File: config.mk
export PLATFORM = sky130hd
export DESIGN_NAME = mem_ram_dp
export DESIGN_NICKNAME = d
export VERILOG_FILES = /design/src/rtl/mem_ram_pkg.sv /design/src/rtl/mem_ram_limpeza.sv /design/src/rtl/mem_ram_dp.sv
export SDC_FILE = /design/constraint.sdc
export NUM_CORES = 1
export LEC_CHECK = 0
export CORE_UTILIZATION = 30
export DETAILED_ROUTE_END_ITERATION = 12
export GPL_TIMING_DRIVEN = 0
export PLACE_DENSITY_LB_ADDON = 0.15
export SETUP_SLACK_MARGIN = 0.05
export SLEW_MARGIN = 25
export SYNTH_ARGS = -nofsm -noshare
export SYNTH_HDL_FRONTEND = slang
export SYNTH_SLANG_ARGS = --single-unit
File: constraint.sdc
create_clock -name clk -period 2.47 [get_ports clk]
set_input_delay 0.494 -clock clk [delete_from_list [all_inputs] [get_ports clk]]
set_output_delay 0.494 -clock clk [all_outputs]
set_load 0.005 [all_outputs]
File: src/rtl/mem_ram_pkg.sv
`default_nettype none
// ============================================================================
//  Module   : mem_ram_pkg
//  Purpose  : Shared definitions for the dual-port RAM with power-up clear.
//             Holds the clear-FSM state type and the default parameter
//             values used by mem_ram_dp and mem_ram_limpeza.
//  Contents : estado_t (LIMPANDO, PRONTO), *_PADRAO default constants
//  Revision : 1.0 - initial release
// ============================================================================
package mem_ram_pkg;

    // LIMPANDO: clear sweep in progress, both ports ignored.
    // PRONTO  : normal operation.
    typedef enum logic [0:0] {
        LIMPANDO = 1'b0,
        PRONTO   = 1'b1
    } estado_t;

    localparam int LARGURA_PADRAO        = 8;
    localparam int PROFUNDIDADE_PADRAO   = 32;
    localparam int END_LARG_PADRAO       = 7;
    localparam int LIMPA_NO_RESET_PADRAO = 1;

endpackage : mem_ram_pkg
`default_nettype wire

File: src/rtl/mem_ram_limpeza.sv
`default_nettype none
// ============================================================================
//  Module   : mem_ram_limpeza
//  Purpose  : Clear-sweep controller. After reset it walks addresses
//             0..PROFUNDIDADE-1 (one per cycle), requesting a zero write to
//             each, then hands the array over to the user ports.
//  Ports    : clk          - clock
//             rst_n        - asynchronous active-low reset
//             ocupado_o    - high while the sweep runs
//             limpa_we_o   - zero-write request for limpa_end_o this cycle
//             limpa_end_o  - address being cleared this cycle
//  Revision : 1.0 - initial release
// ============================================================================
module mem_ram_limpeza
    import mem_ram_pkg::*;
#(
    parameter int PROFUNDIDADE   = PROFUNDIDADE_PADRAO,
    parameter int END_LARG       = END_LARG_PADRAO,
    parameter int LIMPA_NO_RESET = LIMPA_NO_RESET_PADRAO
) (
    input  logic                clk,
    input  logic                rst_n,
    output logic                ocupado_o,
    output logic                limpa_we_o,
    output logic [END_LARG-1:0] limpa_end_o
);

    localparam estado_t             ESTADO_RESET = (LIMPA_NO_RESET != 0) ? LIMPANDO : PRONTO;
    localparam logic [END_LARG-1:0] ULTIMO       = END_LARG'(PROFUNDIDADE - 1);

    estado_t             estado_q, estado_d;
    logic [END_LARG-1:0] cont_q,   cont_d;

    // State register
    always_ff @(posedge clk or negedge rst_n) begin
        if (!rst_n) begin
            estado_q <= ESTADO_RESET;
            cont_q   <= '0;
        end else begin
            estado_q <= estado_d;
            cont_q   <= cont_d;
        end
    end

    // Next-state logic: the last word is cleared on the same cycle the FSM
    // leaves LIMPANDO, so the sweep lasts exactly PROFUNDIDADE cycles.
    always_comb begin
        estado_d = estado_q;
        cont_d   = cont_q;
        case (estado_q)
            LIMPANDO: begin
                if (cont_q == ULTIMO) begin
                    estado_d = PRONTO;
                    cont_d   = '0;
                end else begin
                    cont_d   = cont_q + 1'b1;
                end
            end
            PRONTO:  ;
            default: estado_d = ESTADO_RESET;
        endcase
    end

    // Outputs
    always_comb begin
        ocupado_o   = (estado_q == LIMPANDO);
        limpa_we_o  = (estado_q == LIMPANDO);
        limpa_end_o = cont_q;
    end

endmodule : mem_ram_limpeza
`default_nettype wire

File: src/rtl/mem_ram_dp.sv
`default_nettype none
// ============================================================================
//  Module   : mem_ram_dp
//  Purpose  : Simple dual-port RAM (one write port, one registered read
//             port, single clock) with optional clear sweep after reset and
//             out-of-range address detection.
//  Ports    : clk, rst_n            - clock, async active-low reset
//             entrada/end_entrada/escrita - write data / address / enable
//             end_saida/leitura     - read address / request
//             saida                 - registered read data (1-cycle latency)
//             saida_valida          - pulse: saida updated this cycle
//             ocupado               - clear sweep running, ports ignored
//             erro_end              - pulse: out-of-range accepted access
//  Revision : 1.0 - initial release
// ============================================================================
module mem_ram_dp
    import mem_ram_pkg::*;
#(
    parameter int LARGURA        = LARGURA_PADRAO,
    parameter int PROFUNDIDADE   = PROFUNDIDADE_PADRAO,
    parameter int END_LARG       = END_LARG_PADRAO,
    parameter int LIMPA_NO_RESET = LIMPA_NO_RESET_PADRAO
) (
    input  logic                clk,
    input  logic                rst_n,
    input  logic [LARGURA-1:0]  entrada,
    input  logic [END_LARG-1:0] end_entrada,
    input  logic                escrita,
    input  logic [END_LARG-1:0] end_saida,
    input  logic                leitura,
    output logic [LARGURA-1:0]  saida,
    output logic                saida_valida,
    output logic                ocupado,
    output logic                erro_end
);

    localparam int                IDX_W  = $clog2(PROFUNDIDADE);
    // One extra bit so the bound still fits when PROFUNDIDADE == 2**END_LARG.
    localparam logic [END_LARG:0] LIMITE = (END_LARG + 1)'(PROFUNDIDADE);

    logic [LARGURA-1:0]  mem_q [PROFUNDIDADE];

    logic                limpa_we;
    logic [END_LARG-1:0] limpa_end;

    logic                wr_no_limite, rd_no_limite;
    logic                wr_aceita, wr_efetiva, rd_aceita;
    logic [IDX_W-1:0]    wr_idx, rd_idx, limpa_idx;
    logic [LARGURA-1:0]  saida_d;

    logic [LARGURA-1:0]  saida_q;
    logic                valida_q;
    logic                erro_q;

    mem_ram_limpeza #(
        .PROFUNDIDADE   (PROFUNDIDADE),
        .END_LARG       (END_LARG),
        .LIMPA_NO_RESET (LIMPA_NO_RESET)
    ) u_limpeza (
        .clk         (clk),
        .rst_n       (rst_n),
        .ocupado_o   (ocupado),
        .limpa_we_o  (limpa_we),
        .limpa_end_o (limpa_end)
    );

    always_comb begin
        wr_no_limite = ({1'b0, end_entrada} < LIMITE);
        rd_no_limite = ({1'b0, end_saida}   < LIMITE);
        // rst_n gates the write port: the array has no reset, so a clock edge
        // while reset is held must not modify it.
        wr_aceita    = rst_n & ~ocupado & escrita;
        wr_efetiva   = wr_aceita & wr_no_limite;
        rd_aceita    = ~ocupado & leitura;
        wr_idx       = end_entrada[IDX_W-1:0];
        rd_idx       = end_saida[IDX_W-1:0];
        limpa_idx    = limpa_end[IDX_W-1:0];
    end

    // Array: cleared only by the sweep, never asynchronously.
    always_ff @(posedge clk) begin
        if (limpa_we && rst_n) begin
            mem_q[limpa_idx] <= '0;
        end else if (wr_efetiva) begin
            mem_q[wr_idx] <= entrada;
        end
    end

    // Read data: out-of-range returns zero; a same-cycle write to the same
    // address is forwarded (write-first).
    always_comb begin
        saida_d = mem_q[rd_idx];
        if (!rd_no_limite) begin
            saida_d = '0;
        end else if (wr_efetiva && (end_entrada == end_saida)) begin
            saida_d = entrada;
        end
    end

    always_ff @(posedge clk or negedge rst_n) begin
        if (!rst_n) begin
            saida_q  <= '0;
            valida_q <= 1'b0;
            erro_q   <= 1'b0;
        end else begin
            if (rd_aceita) begin
                saida_q <= saida_d;
            end
            valida_q <= rd_aceita;
            erro_q   <= (wr_aceita & ~wr_no_limite) | (rd_aceita & ~rd_no_limite);
        end
    end

    assign saida        = saida_q;
    assign saida_valida = valida_q;
    assign erro_end     = erro_q;

endmodule : mem_ram_dp
`default_nettype wire

==> results of run 1 <==
## cell type report
type                       count  area (µm²)
buffer                        36         228
sequential                   274        8140
multi-input combinational    312        3200
fill                        3279       22700
clock buffer                  37         766
tap                          468         586
clock inverter                17         148
timing repair buffer          68         893
inverter                       4        15.0
## stage by stage
step	instances	cell area (µm²)	TNS (ns)	utilization, %	hold WS, ns
CTS	1209	13800	-0.266	37.7	0.305
detailed placement	1128	12200	-729.65	33.3	0.464
floorplan	626	11200	0	-	0.198
global placement	1127	12100	-820.46	33.0	0.464
global route	1216	14000	0	38.1	0.328
finish	1216	14000	0	38.1	0.326
## cells by family after synthesis
group           count (synthesis)
mux                           101
flops                         274
simple gates                  116
compound gates                 84
xor+xnor                       10
buf+inv                        40
fa+ha+maj                       1
## synthesized netlist by cell type, drive strengths merged, types with 10 or more instances
library cell / count / area, µm²
nor3: 27 / 186
o22ai: 23 / 144
dfrtp: 18 / 450
clkbuf: 11 / 45.1
nor2: 24 / 90.1
edfxtp: 256 / 7690
mux4: 38 / 856
buf: 25 / 171
mux2: 19 / 214
xnor2: 10 / 87.6
a22oi: 24 / 180
o21ai: 20 / 100
nand2: 15 / 56.3
mux2i: 44 / 440
## placed cells by master, fill, tap and decap left out, drive strengths merged, types with 2 or more instances in the layout
master         instances
clkinvlp               3
or3                    9
buf                   62
and2                   8
edfxtp               256
a31oi                  3
xnor2                 10
o22ai                 23
nor2                  24
and3b                  2
a22oi                 24
bufinv                 2
dfrtp                 18
clkinv                11
clkdlybuf4s50         32
nand3                  8
mux2i                 44
o21ai                 20
inv                    5
clkbuf                46
nor3                  27
nor3b                  4
a21boi                 7
nor2b                  4
nand2                 15
nand2b                 6
and3                   3
mux2                  19
mux4                  38
## report_power, final
| part | switching [mW] | total (mW) | leakage, nW | internal [mW] |
|---|---|---|---|---|
| combinational | 0.257 | 0.437 | 1.63 | 0.180 |
| sequential | 0.00613 | 5.04 | 3.15 | 5.03 |
| clock | 1.77 | 4.17 | 0.438 | 2.40 |
| total | 2.03 | 9.64 | 5.21 | 7.61 |
## path summary, 6_finish.rpt
kind	start	endpoint	slack (ns)	depth (start not counted)
worst min-delay path	rst_n	erro_end$_DFF_PN0_	0.33	3
max in group asynchronous	rst_n	u_limpeza.limpa_end_o[6]$_DFFE_PN0N_	1.23	2
min in group asynchronous	rst_n	saida[3]$_DFFE_PN0P_	0.66	2
worst min register to register	u_limpeza.limpa_end_o[6]$_DFFE_PN0N_	u_limpeza.limpa_end_o[6]$_DFFE_PN0N_	0.47	1
worst max register to register	u_limpeza.estado_q$_DFF_PN0_	mem_q[11][0]$_DFFE_PP_	0.15	7
worst max-delay path	end_entrada[6]	mem_q[11][0]$_DFFE_PP_	0.06	7
## critical path: cells and delay by family
family | cells | cell delay (ns)
buffers and inverters | 3 | 0.84
and+or+nand+nor | 3 | 1.05
AOI/OAI and AO/OA | 1 | 0.28
## sequential cells by signal, summed over array words and instances (netlist names)
register               cells
u_limpeza.limpa_end_o      7
saida_valida               1
erro_end                   1
saida                      8
mem_q                    256
u_limpeza.estado_q         1
## repair_timing
action,4_1_cts,5_1_grt
pin swaps,22,3
buffers inserted,26,7
resized for setup,55,9
hold endpoints to repair,18,0
gates cloned,0,0
setup endpoints to repair,520,237
hold buffers,1,0
## metal layers
layer  routed length, µm  vias up
met1               12100     3140
met5                   0        -
met3                1400       47
met2               13500      143
met4                 751        0
li1                    -     2735
==> flow_metrics.py, run 1 <==
metrics = {
    "power": {
        "ir_worst_vdd_mv": 0.317,
        "leakage_nw": 5.21,
        "totalPowerFinal_mw": 9.64,
        "power.density_mw_per_mm2": 690,
    },
    "floorplanning": {
        "coreArea_mm2": 0.0367,
        "rows": 70,
        "die_w_um": 195,
        "ios": 37,
        "die_area_mm2": 0.0381,
        "start_util_pct": 30.5,
        "die_y_um": 195,
    },
    "timing": {
        "min_period_ns": 2.41,
        "final.setup.worst_slack_ns": 0.0648,
        "finalSetupViolCount": 0,
        "report.final.slew_viol_count": 0,
        "fmax_mhz": 416,
        "rsz0062_at_grt": "yes",
        "hold_viol": 0,
        "fin_worst_skew_ns": 0.0105,
        "worst_pin_slew_ns": 0.927,
        "fin_crit_sh_pct": 97.4,
        "maxSlewHeadroom_pct": 38.0,
    },
    "cells_and_area": {
        "area_growth_pct": 24.6,
        "num_antenna_cells": 0,
        "final_layout_size_suffix_gt1_share_pct": 28.7,
        "nNetsFinal": 752,
    },
    "synth": {
        "ys_ff_latch": 274,
        "synth_xor_area_share_pct": 0.781,
        "synth_top_family_by_area": "multiplexers",
        "synth_cell_types": 48,
        "synthArstFlopShare_pct": 6.57,
        "synth-edff-count": 256,
        "syn_area_per_cell_um2": 17.9,
        "synth_compound_area_share_pct": 4.99,
        "ys.flop_type": "edfxtp_1",
        "yosysSeqAreaShare_pct": 72.6,
        "synthSimpleGateAreaFrac_pct": 5.99,
        "syn_nets": 653,
        "synthAdderAreaFrac_pct": 0.112,
        "synth_warnings": 0,
        "synth.area.mux_share_pct": 13.5,
        "synth_cells": 626,
        "syn_area_mm2": 0.0112,
    },
    "critical_path": {
        "path_cells": "clkdlybuf4s50_1 > or3_1 > buf_6 > or3_1 > o31a_2 > nor3_4 > buf_12",
        "path_class": "primary input to register",
        "max_stage_delay_ns": 0.51,
        "slowest_stage": "clkdlybuf4s50_1",
        "crit_path_start_kind": "primary input",
        "crit_top_cell": "or3_1",
        "crit_fanout": 9,
        "cp-end-kind": "register",
        "required_ns": 2.74,
        "worstPathArrival_ns": 2.67,
    },
    "placed_design": {
        "hpwl_um": 18400,
        "io_buffers": 33,
        "pre_cts_slack_ns": -2.05,
        "gp_congestion": 0.809,
    },
    "outcome": {
        "outcome": "finished, final reports clean",
    },
    "min_path": {
        "worstHoldPathType": "primary input to register",
    },
    "drt": {
        "vias": 6065,
        "avgRoutedWirePerCell_um": 22.8,
        "drc": 0,
        "routed_wl_um": 27800,
        "drt_iter0_drc": 389,
        "antenna_left": 0,
        "viasPerCell": 4.99,
        "dr.pass1.iters": 5,
    },
    "cts": {
        "cts_root_buf": "clkbuf_16",
        "clock_latency_ns": 0.55,
        "cts_tree": "done",
        "cts_buffers": 29,
        "clk_pin_slew_ns": 0.06,
        "cts_buffer_depth": 3,
        "h-tree-depth": 1,
        "cts_sinks": 274,
    },
    "global_route": {
        "grt_max_degree": 33,
        "gr-total-overflow": 0,
        "antenna_found_initial": 0,
        "first_global_vias": 6425,
        "grtUsageTotal_pct": 14.8,
        "gr-usage-met2_pct": 24.7,
        "grt_pass1_wl_um": 41600,
        "use_met1_pct": 19.3,
        "met3_usage_pct": 2.83,
        "top_usage_layer": "met2",
    },
    "job": {
        "drv_cap": 0,
    },
}
Power figures use the tool's default switching activity.
==> run 2, diff against run 1 <==
- CAP_MARGIN: not set -> 5
- CORE_UTILIZATION: 30 -> 55
==> flow_metrics.py, run 2 (same netlist as run 1, synthesis figures left out) <==
metrics = {
    "cells_and_area": {
        "n_fill_cell": 1241,
        "final_cell_mix": "edfxtp_1, mux2i_1, mux4_2",
        "nNetsFinal": 745,
        "largest_register_ffs": 256,
        "multi_input_area_mm2": 0.00323,
        "num_antenna_cells": 0,
        "area_growth_pct": 20.4,
        "final_common_cell": "edfxtp_1",
        "top_register": "mem_q",
        "register_area_mm2": 0.00814,
        "fin_area_mm2": 0.0135,
        "final_layout_size_suffix_gt1_share_pct": 27.4,
    },
    "placed_design": {
        "gp_congestion": 0.919,
        "hpwl_um": 15600,
        "dpl_cell_area_mm2": 0.0120,
        "io_buffers": 33,
    },
    "global_route": {
        "met3_usage_pct": 5.82,
        "antenna_found_initial": 0,
        "use_met1_pct": 34.1,
        "gr-usage-met2_pct": 40.2,
        "grtUsageTotal_pct": 25.1,
        "grt_pass1_wl_um": 37200,
        "first_global_vias": 6282,
        "top_usage_layer": "met2",
        "grt_max_degree": 33,
        "gr-total-overflow": 0,
    },
    "timing": {
        "min_period_ns": 2.41,
        "maxSlewHeadroom_pct": 32.9,
        "fmax_mhz": 414,
        "report.final.slew_viol_count": 0,
        "rsz0062_at_grt": "yes",
        "finalSetupTns_ns": 0,
        "hold_viol": 0,
        "finalSetupViolCount": 0,
        "fin_worst_skew_ns": 0.0226,
        "worst_pin_slew_ns": 1.01,
        "fin_crit_sh_pct": 97.7,
    },
    "critical_path": {
        "crit_fanout": 9,
        "path_buf_inv": 4,
        "max_stage_delay_ns": 0.51,
        "required_ns": 2.71,
        "r2r_start": "u_limpeza.estado_q$_DFF_PN0_",
        "path_cells": "clkdlybuf4s50_1 > or3_1 > buf_6 > o21ai_2 > nand2b_1 > buf_4 > nor3_4 > buf_12",
        "r2r_setup_slack_ns": 0.11,
        "cp-end-kind": "register",
        "path_class": "primary input to register",
        "r2r_end": "mem_q[9][4]$_DFFE_PP_",
        "path_depth": 8,
        "worstPathArrival_ns": 2.65,
        "path_delay_family": "buffers and inverters",
        "reg2reg_depth": 8,
        "slowest_stage": "clkdlybuf4s50_1",
        "crit_path_start_kind": "primary input",
    },
    "job": {
        "drv_cap": 0,
    },
    "floorplanning": {
        "start_util_pct": 56.9,
        "ios": 37,
        "die_w_um": 145,
        "die_y_um": 145,
        "rows": 51,
        "die_area_mm2": 0.0210,
        "coreArea_mm2": 0.0197,
    },
    "cts": {
        "cts_tree": "done",
        "cts_buffer_depth": 3,
        "cts_sinks": 274,
        "clock_latency_ns": 0.54,
        "clk_pin_slew_ns": 0.06,
        "h-tree-depth": 1,
        "cts_buffers": 27,
        "cts_root_buf": "clkbuf_16",
    },
    "drt": {
        "routed_wl_um": 25100,
        "avgRoutedWirePerCell_um": 25.0,
        "drc": 0,
        "dr.pass1.iters": 5,
        "vias": 6182,
        "drt_iter0_drc": 493,
        "antenna_left": 0,
        "viasPerCell": 6.17,
    },
    "min_path": {
        "min_delay_path_depth": 3,
        "min-delay-start": "rst_n",
        "min_to": "erro_end$_DFF_PN0_",
        "worstHoldPathType": "primary input to register",
    },
    "power": {
        "ir_worst_vdd_mv": 0.440,
        "power.density_mw_per_mm2": 681,
        "leakage_nw": 5.12,
    },
    "outcome": {
        "outcome": "finished, final reports clean",
    },
}
==> run 2: cell types whose count changed in the layout (fill, tap and decap cells not counted), moves of 2 or more <==
cell       before  now
buf_12         24   16
clkbuf_16      29   27
clkinv_4        2    0
buf_4          18   20
==> run 2: area by class of cell <==
type                    count  share of cell area, %
inverters                   4                  0.111
multi-input cells         312                   23.9
flip-flops and latches    274                   60.3
clock buffers              35                   5.23
repair buffers             63                   5.60
clock inverters            13                  0.677
plain buffers              36                   1.73
well taps                 265                   2.46
==> run 2: repair_timing <==
item,CTS,global route
pin swaps,22,6
resized for setup,59,17
hold buffers,1,0
setup buffers,25,4
hold endpoints to repair,18,0
endpoints found under the setup margin,520,255
==> run 2: how the worst max path moves through the flow <==
stage,from,endpoint,slack [ns]
2_1_floorplan,escrita,mem_q[13][0]$_DFFE_PP_,0.03
3_3_place_gp,rst_n,mem_q[13][5]$_DFFE_PP_,-1.90
3_5_place_dp,rst_n,mem_q[26][0]$_DFFE_PP_,-1.90
4_1_cts,escrita,mem_q[12][0]$_DFFE_PP_,0.04
5_1_grt,escrita,mem_q[9][1]$_DFFE_PP_,0.02
6_report,end_entrada[6],mem_q[9][4]$_DFFE_PP_,0.06
==> run 2: worst register-to-register path, cell delays in order, from the launching register on <==
cell,delay [ns]
dfrtp_1,0.37
nand3_2,0.13
or3_1,0.35
buf_6,0.17
o21ai_2,0.23
nand2b_1,0.11
buf_4,0.23
nor3_4,0.30
buf_12,0.17
==> run 2: power by group <==
group / switching, mW / internal, mW
Sequential: 0.00521 / 5.03
Combinational: 0.244 / 0.180
Clock: 1.62 / 2.11
Total: 1.87 / 7.32
==> run 2: stage by stage <==
stage	utilization, %	power [mW]	hold slack, ns	instances	worst slack [ns]
6_report	68.5	9.19	0.340	1002	0.0572
5_1_grt	68.5	9.43	0.332	1002	0.0219
4_1_cts	68.0	9.23	0.326	998	0.0413
3_5_place_dp	60.6	5.54	0.481	924	-1.90
3_3_place_gp	60.2	5.53	0.463	924	-1.90
2_1_floorplan	-	5.37	0.198	626	0.0255
==> run 2: routing by layer <==
layer	up-vias	wire length (µm)
met2	300	12000
met4	0	847
li1	2705	-
met5	-	0
met1	3117	9950
met3	60	2310
==> run 3, diff against run 2 <==
- REMOVE_ABC_BUFFERS: not set -> 1
==> flow_metrics.py, run 3 (same netlist as run 1, synthesis figures left out) <==
metrics = {
    "outcome": {
        "outcome": "finished, final reports clean",
    },
    "global_route": {
        "grt_pass1_wl_um": 37200,
        "grt_max_degree": 48,
        "gr-total-overflow": 0,
        "grtUsageTotal_pct": 24.8,
        "first_global_vias": 6348,
        "antenna_found_initial": 1,
    },
    "placed_design": {
        "gp_congestion": 0.881,
        "io_buffers": 36,
        "hpwl_um": 14400,
        "dpl_cell_area_mm2": 0.0118,
    },
    "power": {
        "ir_worst_vdd_mv": 0.442,
        "power.density_mw_per_mm2": 714,
        "leakage_nw": 5.16,
    },
    "floorplanning": {
        "die_w_um": 145,
        "coreArea_mm2": 0.0197,
        "die_area_mm2": 0.0210,
        "rows": 51,
        "ios": 37,
        "start_util_pct": 56.9,
        "die_y_um": 145,
    },
    "drt": {
        "routed_wl_um": 24600,
        "drc": 0,
        "avgRoutedWirePerCell_um": 24.8,
        "viasPerCell": 6.18,
        "top_layer": "met4",
        "dr_wl_met2_um": 11900,
        "vias": 6116,
        "dr.pass1.iters": 5,
        "wl_met3_um": 1830,
        "wl_met1_um": 10200,
        "antenna_left": 0,
        "drt_iter0_drc": 637,
    },
    "critical_path": {
        "required_ns": 2.70,
        "crit_path_start_kind": "primary input",
        "worstPathArrival_ns": 2.57,
        "cp-end-kind": "register",
        "path_buf_inv": 2,
        "path_delay_family": "simple AND/OR/NAND/NOR gates",
        "path_cells": "clkdlybuf4s50_1 > or3_4 > or3_1 > o31a_4 > nor3_4 > buf_12",
        "path_class": "primary input to register",
        "max_stage_delay_ns": 0.53,
        "slowest_stage": "clkdlybuf4s50_1",
        "crit_fanout": 9,
    },
    "cells_and_area": {
        "final_common_cell": "edfxtp_1",
        "largest_register_ffs": 256,
        "top_register": "mem_q",
        "n_fill_cell": 1186,
        "final_layout_size_suffix_gt1_share_pct": 29.1,
        "area_growth_pct": 21.3,
        "num_antenna_cells": 0,
        "final_util_pct": 69.0,
        "final_cell_mix": "edfxtp_1, mux2i_1, mux4_2",
        "fin_area_mm2": 0.0136,
        "nNetsFinal": 733,
    },
    "timing": {
        "fin_worst_skew_ns": 0.0317,
        "report.final.slew_viol_count": 0,
        "maxSlewHeadroom_pct": 36.0,
        "min_period_ns": 2.34,
        "fmax_mhz": 427,
        "hold_viol": 0,
        "finalSetupViolCount": 0,
        "fin_crit_sh_pct": 94.9,
        "worst_pin_slew_ns": 0.959,
        "finalSetupTns_ns": 0,
        "rsz0062_at_grt": "no",
    },
    "cts": {
        "cts_tree": "done",
        "cts_root_buf": "clkbuf_16",
        "clock_latency_ns": 0.54,
        "cts_sinks": 274,
        "cts_buffer_depth": 3,
        "cts_buffers": 27,
        "h-tree-depth": 1,
        "clk_pin_slew_ns": 0.06,
    },
    "job": {
        "drv_cap": 0,
    },
    "min_path": {
        "worstHoldPathType": "primary input to register",
    },
}
## run 3: cell types whose count changed in the layout (fill, tap and decap cells not counted), moves of 3 or more
cell,delta
clkbuf_4,-3
nor3_4,-9
buf_1,-3
bufinv_16,+4
buf_6,-6
nor3_2,+9
buf_4,+12
clkinv_1,-4
buf_2,-8
clkbuf_1,-11
## run 3: path summary, 6_finish.rpt
path	from	end	slack [ns]	cells after the start
max	end_entrada[5]	mem_q[2][6]$_DFFE_PP_	0.13	6
min	rst_n	erro_end$_DFF_PN0_	0.34	3
max reg2reg	u_limpeza.estado_q$_DFF_PN0_	mem_q[2][6]$_DFFE_PP_	0.17	6
min reg2reg	u_limpeza.limpa_end_o[6]$_DFFE_PN0N_	u_limpeza.limpa_end_o[6]$_DFFE_PN0N_	0.52	1
max in group asynchronous	rst_n	u_limpeza.estado_q$_DFF_PN0_	1.15	2
min in group asynchronous	rst_n	saida[3]$_DFFE_PN0P_	0.70	2
## run 3: cell type report
class / instances / area (µm²) / share of cell area, %
clock inverter: 15 / 206 / 1.52
sequential: 274 / 8140 / 59.8
inverter: 4 / 15.0 / 0.110
clock buffer: 33 / 718 / 5.28
timing repair buffer: 87 / 1000 / 7.35
multi-input combinational: 312 / 3190 / 23.5
tap: 265 / 332 / 2.44
## run 3: worst reg2reg max path: cells and delay by family (launching register included)
kind	cells	cell delay, ns
flip-flops	1	0.40
AND/OR/NAND/NOR	4	1.21
AO/OA/AOI/OAI	1	0.21
buffers and inverters	1	0.16
## run 3: where the power goes
group / internal, mW / switching, mW
Sequential: 5.03 / 0.00530
Clock: 2.58 / 1.69
Combinational: 0.175 / 0.235
## run 3: per-layer routing
metal	vias to the layer above	global-route usage, %
met5	-	0
met4	0	9.20
met3	59	4.84
met2	247	39.5
met1	3134	34.3
li1	2676	-
## run 3: what timing repair did
item	CTS	global route
gates cloned	0	0
endpoints found under the hold margin	18	0
hold buffers	1	0
setup endpoints to repair	520	295
pin swaps	28	3
resized for setup	57	7
setup buffers	41	6
## run 3: metrics by stage
step	setup WS (ns)	hold slack (ns)	power, mW	cells
after floorplan	-0.246	0.198	5.30	590
after global routing	0.0606	0.358	9.96	990
after CTS	0.0446	0.324	9.75	984
after global placement	-3.08	0.466	5.53	891
final	0.127	0.336	9.72	990
after detailed placement	-2.24	0.467	5.53	894
